[config.mk]
export PLATFORM = sky130hd
export DESIGN_NAME = hilo_div_seq
export DESIGN_NICKNAME = d
export VERILOG_FILES = /design/src/rtl/hilo_div_seq.sv
export SDC_FILE = /design/constraint.sdc
export NUM_CORES = 1
export LEC_CHECK = 0
export BUFFER_PORTS_ARGS = -buffer_cell sky130_fd_sc_hd__buf_2
export CAP_MARGIN = 20
export CORE_ASPECT_RATIO = 0.9
export CORE_MARGIN = 2
export CORE_UTILIZATION = 35
export DETAILED_ROUTE_END_ITERATION = 7
export HOLD_SLACK_MARGIN = 0.08
export SLEW_MARGIN = 40
export SYNTH_ARGS = -nofsm -noshare
export SYNTH_HDL_FRONTEND = slang
export SYNTH_SLANG_ARGS = --single-unit
[constraint.sdc]
create_clock -name clk -period 3 [get_ports clk]
set_clock_uncertainty 0.15 [all_clocks]
set_input_delay 0.45 -clock clk [delete_from_list [all_inputs] [get_ports clk]]
set_output_delay 0.45 -clock clk [all_outputs]
set_load 0.05 [all_outputs]
[src/rtl/hilo_div_seq.sv]
// hilo_div_seq: multi-cycle DIV/DIVU sequencer that owns the HI/LO write port.
// A radix-2 restoring divider produces one quotient bit per cycle on operand
// magnitudes. A fix-up state then re-applies the signs. LO receives the
// quotient and HI receives the remainder. Any ID instruction that touches
// HI/LO is stalled until the result has been written.
// CNT_W must satisfy 2**CNT_W >= WIDTH so the iteration counter can reach WIDTH-1.
module hilo_div_seq #(
    parameter int WIDTH = 32,
    parameter int CNT_W = 5
) (
    input  logic             clk,
    input  logic             rst_n,
    input  logic             start_div,
    input  logic             div_sign,
    input  logic [WIDTH-1:0] dividend,
    input  logic [WIDTH-1:0] divisor,
    input  logic             hilo_req,
    output logic             busy,
    output logic             hilo_stall,
    output logic             done,
    output logic             hi_we,
    output logic             lo_we,
    output logic [WIDTH-1:0] quot,
    output logic [WIDTH-1:0] rem,
    output logic             div_by_zero
);

    typedef enum logic [2:0] {
        S_IDLE,
        S_RUN,
        S_FIX,
        S_ZERO,
        S_DONE
    } state_t;

    state_t           state_q, state_d;
    logic [CNT_W-1:0] cnt_q, cnt_d;
    // Partial remainder is one bit wider than the operands so the shifted
    // value never overflows before the trial subtraction.
    logic [WIDTH:0]   prem_q, prem_d;
    // Quotient shift register. It starts as the dividend magnitude and is
    // consumed MSB-first while quotient bits enter at the LSB. On the
    // divide-by-zero path it instead carries the raw dividend to the ZERO state.
    logic [WIDTH-1:0] q_q, q_d;
    logic [WIDTH-1:0] dvsr_q, dvsr_d;
    logic             quot_neg_q, quot_neg_d;
    logic             rem_neg_q, rem_neg_d;
    logic [WIDTH-1:0] quot_q, quot_d;
    logic [WIDTH-1:0] rem_q, rem_d;
    logic             dbz_q, dbz_d;

    logic [WIDTH-1:0] dvd_mag;
    logic [WIDTH-1:0] dvs_mag;
    logic [WIDTH+1:0] trial;

    // Operand magnitudes: negate only signed operands with the MSB set.
    // The most negative value maps onto the unsigned magnitude 2**(WIDTH-1).
    assign dvd_mag = (div_sign && dividend[WIDTH-1]) ? (~dividend + 1'b1) : dividend;
    assign dvs_mag = (div_sign && divisor[WIDTH-1])  ? (~divisor + 1'b1)  : divisor;

    // Trial subtraction of the shifted {prem, q} pair. Two extra bits keep the
    // sign bit meaningful for every possible partial remainder.
    assign trial = {prem_q, q_q[WIDTH-1]} - {2'b00, dvsr_q};

    // State and datapath registers; reset discards any in-flight divide.
    always_ff @(posedge clk or negedge rst_n) begin
        if (!rst_n) begin
            state_q    <= S_IDLE;
            cnt_q      <= '0;
            prem_q     <= '0;
            q_q        <= '0;
            dvsr_q     <= '0;
            quot_neg_q <= 1'b0;
            rem_neg_q  <= 1'b0;
            quot_q     <= '0;
            rem_q      <= '0;
            dbz_q      <= 1'b0;
        end else begin
            state_q    <= state_d;
            cnt_q      <= cnt_d;
            prem_q     <= prem_d;
            q_q        <= q_d;
            dvsr_q     <= dvsr_d;
            quot_neg_q <= quot_neg_d;
            rem_neg_q  <= rem_neg_d;
            quot_q     <= quot_d;
            rem_q      <= rem_d;
            dbz_q      <= dbz_d;
        end
    end

    // Next-state logic and the divide iteration; everything holds unless changed.
    always_comb begin
        state_d    = state_q;
        cnt_d      = cnt_q;
        prem_d     = prem_q;
        q_d        = q_q;
        dvsr_d     = dvsr_q;
        quot_neg_d = quot_neg_q;
        rem_neg_d  = rem_neg_q;
        quot_d     = quot_q;
        rem_d      = rem_q;
        dbz_d      = dbz_q;

        case (state_q)
            S_IDLE: begin
                if (start_div) begin
                    quot_neg_d = div_sign & (dividend[WIDTH-1] ^ divisor[WIDTH-1]);
                    rem_neg_d  = div_sign & dividend[WIDTH-1];
                    cnt_d      = '0;
                    prem_d     = '0;
                    dvsr_d     = dvs_mag;
                    if (divisor == '0) begin
                        q_d     = dividend;
                        state_d = S_ZERO;
                    end else begin
                        q_d     = dvd_mag;
                        state_d = S_RUN;
                    end
                end
            end

            S_RUN: begin
                if (!trial[WIDTH+1]) begin
                    prem_d = trial[WIDTH:0];
                    q_d    = {q_q[WIDTH-2:0], 1'b1};
                end else begin
                    prem_d = {prem_q[WIDTH-1:0], q_q[WIDTH-1]};
                    q_d    = {q_q[WIDTH-2:0], 1'b0};
                end
                cnt_d = cnt_q + CNT_W'(1);
                if (cnt_q == CNT_W'(WIDTH - 1)) begin
                    state_d = S_FIX;
                end
            end

            S_FIX: begin
                quot_d  = quot_neg_q ? (~q_q + 1'b1) : q_q;
                rem_d   = rem_neg_q ? (~prem_q[WIDTH-1:0] + 1'b1) : prem_q[WIDTH-1:0];
                dbz_d   = 1'b0;
                state_d = S_DONE;
            end

            S_ZERO: begin
                quot_d  = '1;
                rem_d   = q_q;
                dbz_d   = 1'b1;
                state_d = S_DONE;
            end

            S_DONE: begin
                state_d = S_IDLE;
            end

            default: begin
                state_d = S_IDLE;
            end
        endcase
    end

    assign busy        = (state_q != S_IDLE);
    assign done        = (state_q == S_DONE);
    assign hi_we       = done;
    assign lo_we       = done;
    assign hilo_stall  = hilo_req & (busy | start_div);
    assign quot        = quot_q;
    assign rem         = rem_q;
    assign div_by_zero = dbz_q;

endmodule

==> impl_results.md <==
- Fin crit period: 3100 ps
- Final setup viols: 28
- Critical path class: flop to flop
- Post-Syn Area: 11700 sq um
- Finished Cell Area: 15300 sq um
- Critical path buffers and inverters: 2
- Worst hold path depth: 3
- Max IR drop VDD: 0.683 mV
- CTS tree: done
- WL/cell: 18.0 um
- Area leader, netlist: dfrtp_1
- #FFs+latches synth: 172
- Failing checks: setup timing
- Placed Instances: 2083
- Row Count: 63
- Syn Inst Count: 1431
- P_leak: 6.61 nW
- Max Slew Vio Count: 0
- Commonest non-fill, non-tap cell in the layout: buf_4
- GR Overflow Total: 0
- CTS clk-pin slew, worst paths: 70 ps
- Area grow syn2layout: 30.2%
- Drc violations: 0
- DRT iter0 DRCs: 970
- Tcrit/Tclk final: 103%
- Worst path max stage delay: 430 ps
- Util after Layout: 46.3%
- Vias/cell: 5.38
- Worst EP arrival: 3260 ps
- Setup TNS: -1420 ps
- F_max: 0.322 GHz
- Hold Crit Class: input pin to flop
- Ys Warns: 0
- Main flop type after synthesis: dfrtp_1
- Core area: 32900 sq um
- R2r worst-path depth: 11
- Required time of the critical path: 3160 ps
- Startpoint Class: flop
- Net Count, Synth: 1539
- Layout cell share with drive strength beyond 1: 26.4%
- DIE HEIGHT: 178 um
- Initial Util: 35.6%
- Multi-input logic area: 7280 sq um
- Fill count: 3259
- I/O pins: 139
- Nets: 1805
- Status: complete, but fails checks
- WHS: 144 ps
- Worst reg2reg startpoint: prem_q[0]
- Worst Max-Slew Pin Slew: 825 ps
- Dpl ws: -240 ps
- TritonRoute pass-1 iters: 5
- Largest net degree at the start of global routing: 69
- Die width: 197 um
- Final Worst Setup Slack: -103 ps
- Post-detail-place hpwl: 28.4 mm
- Gr usage total: 21.5%
- Synth top area cells: dfrtp_1, o21ai_0, xor2_1, nand2_1, a21oi_1
- Share of Yosys cell area claimed by the top area cell type: 36.7%
- Number of enable flip-flop cells after synthesis: 0
- Netlist cell types: 66
- First-pass GRT wire length: 58.8 mm
- Hold Vio Cnt, Final: 0
- CP Capture Type: flop
- HP Start: divisor[1]
- Syn avg cell area: 8.19 sq um
- Via count: 11.5k
- Pwr Density: 1380 nW/um^2
- Total Routed Length: 38.3 mm
- Crit path launch: prem_q[0]
- # port buffers: 138
- Max_slew headroom: 45.0%
- CP cell instances: ha_4 -> nor2b_4 -> o2111ai_4 -> a2111oi_4 -> nor4_4 -> or3_4 -> a211oi_4 -> buf_6 -> buf_12 -> mux2i_1 -> o21ai_1
- Flip-flop and latch area: 4310 sq um
- Antenna Cells: 0
- Slowest library cell on the worst path: dfrtp_2
- Num CTS Buffers: 17
- Post-route ant nets: 0
- Vias in the first global route: 10.9k
- Root Buffer: clkbuf_16
- Clock Latency Late Sink: 440 ps
- Number of cells on the critical path: 11
- Largest fanout on the critical path: 6
- Layout Cells excl Fill: 2132
- Max Cap Violations: 0
- Total Power: 21.0 mW
- Die footprint: 35000 sq um
- Clock Sinks: 172
- Placer Congestion: 0.885
- Placed cell areas: 14100 sq um
- CP top delay family: compound AO/OA/AOI/OAI gates
- Initial antenna violation count: 1
- RSZ-0062 raised after global routing: true
- Register area share after synthesis: 36.7%
- Maximum clock path buffer count: 2
- Htree depth: 4
- Ys async rst share: 100%
- Most frequent cells in the layout: buf_4, nand2_1, dfrtp_1
registers in the layout, indices dropped and copies added (netlist names):
| register | count |
|---|---|
| cnt_q | 5 |
| div_by_zero | 1 |
| dvsr_q | 32 |
| prem_q | 33 |
| q_q | 32 |
| quot | 32 |
| quot_neg_q | 1 |
| rem | 32 |
| rem_neg_q | 1 |
| state_q | 3 |
power by group:
group / internal, mW / switching (mW) / total (mW)
logic: 6.38 / 8.06 / 14.4
registers: 3.34 / 0.901 / 4.24
clock network: 1.35 / 1.02 / 2.36
cell usage after synthesis, types with 32 or more instances:
library cell	n
nand2_1	174
inv_1	56
nor2_1	113
xor2_1	86
a21oi_1	115
nand3_1	59
mux2i_1	32
clkbuf_1	67
ha_1	38
o21ai_0	174
dfrtp_1	172
xnor2_1	54
worst reg2reg max path: stages (launching register included):
cell       delay, ps
dfrtp_2          430
ha_4             260
nor2b_4          160
o2111ai_4        150
a2111oi_4        420
nor4_4            90
or3_4            410
a211oi_4         300
buf_6            180
buf_12           130
mux2i_1          220
o21ai_1           80
final cells by class:
| class | instances | area share, % |
|---|---|---|
| clock inverter | 12 | 1.06 |
| timing repair buffer | 333 | 15.2 |
| sequential | 172 | 28.2 |
| tap | 422 | 3.46 |
| inverter | 56 | 1.39 |
| clock buffer | 20 | 2.93 |
| multi-input combinational | 1117 | 47.7 |
final timing paths:
path | to | slack [ps]
max | prem_q[16] | -100
min reg2reg | rem[16] | 320
min in group asynchronous | quot[18] | 410
max in group asynchronous | dvsr_q[5] | 1370
max reg2reg | prem_q[16] | -100
min | dvsr_q[1] | 140
cell families after synthesis:
logic type | share of synthesized area [%]
mux | 2.73
xor+xnor | 10.5
buf+inv | 4.93
flops | 36.7
simple gates | 19.5
fa+ha+maj | 4.23
compound gates | 21.4
layer usage:
layer / vias up / track usage [%] / share of wire, %
met1: 5542 / 30.5 / 47
met2: 319 / 33.3 / 45
li1: 5567 / - / -
met5: - / 0 / 0
met4: 0 / 6.17 / 2.2
met3: 46 / 4.33 / 5.7
what timing repair did:
item,in CTS,in global routing
setup endpoints to repair,33,40
pin swaps,5,30
endpoints found under the hold margin,53,0
gates resized for setup,21,76
hold buffers,1,0
gates cloned,2,2
buffers inserted,6,7
Note: power is estimated with default switching activity, not from simulation.
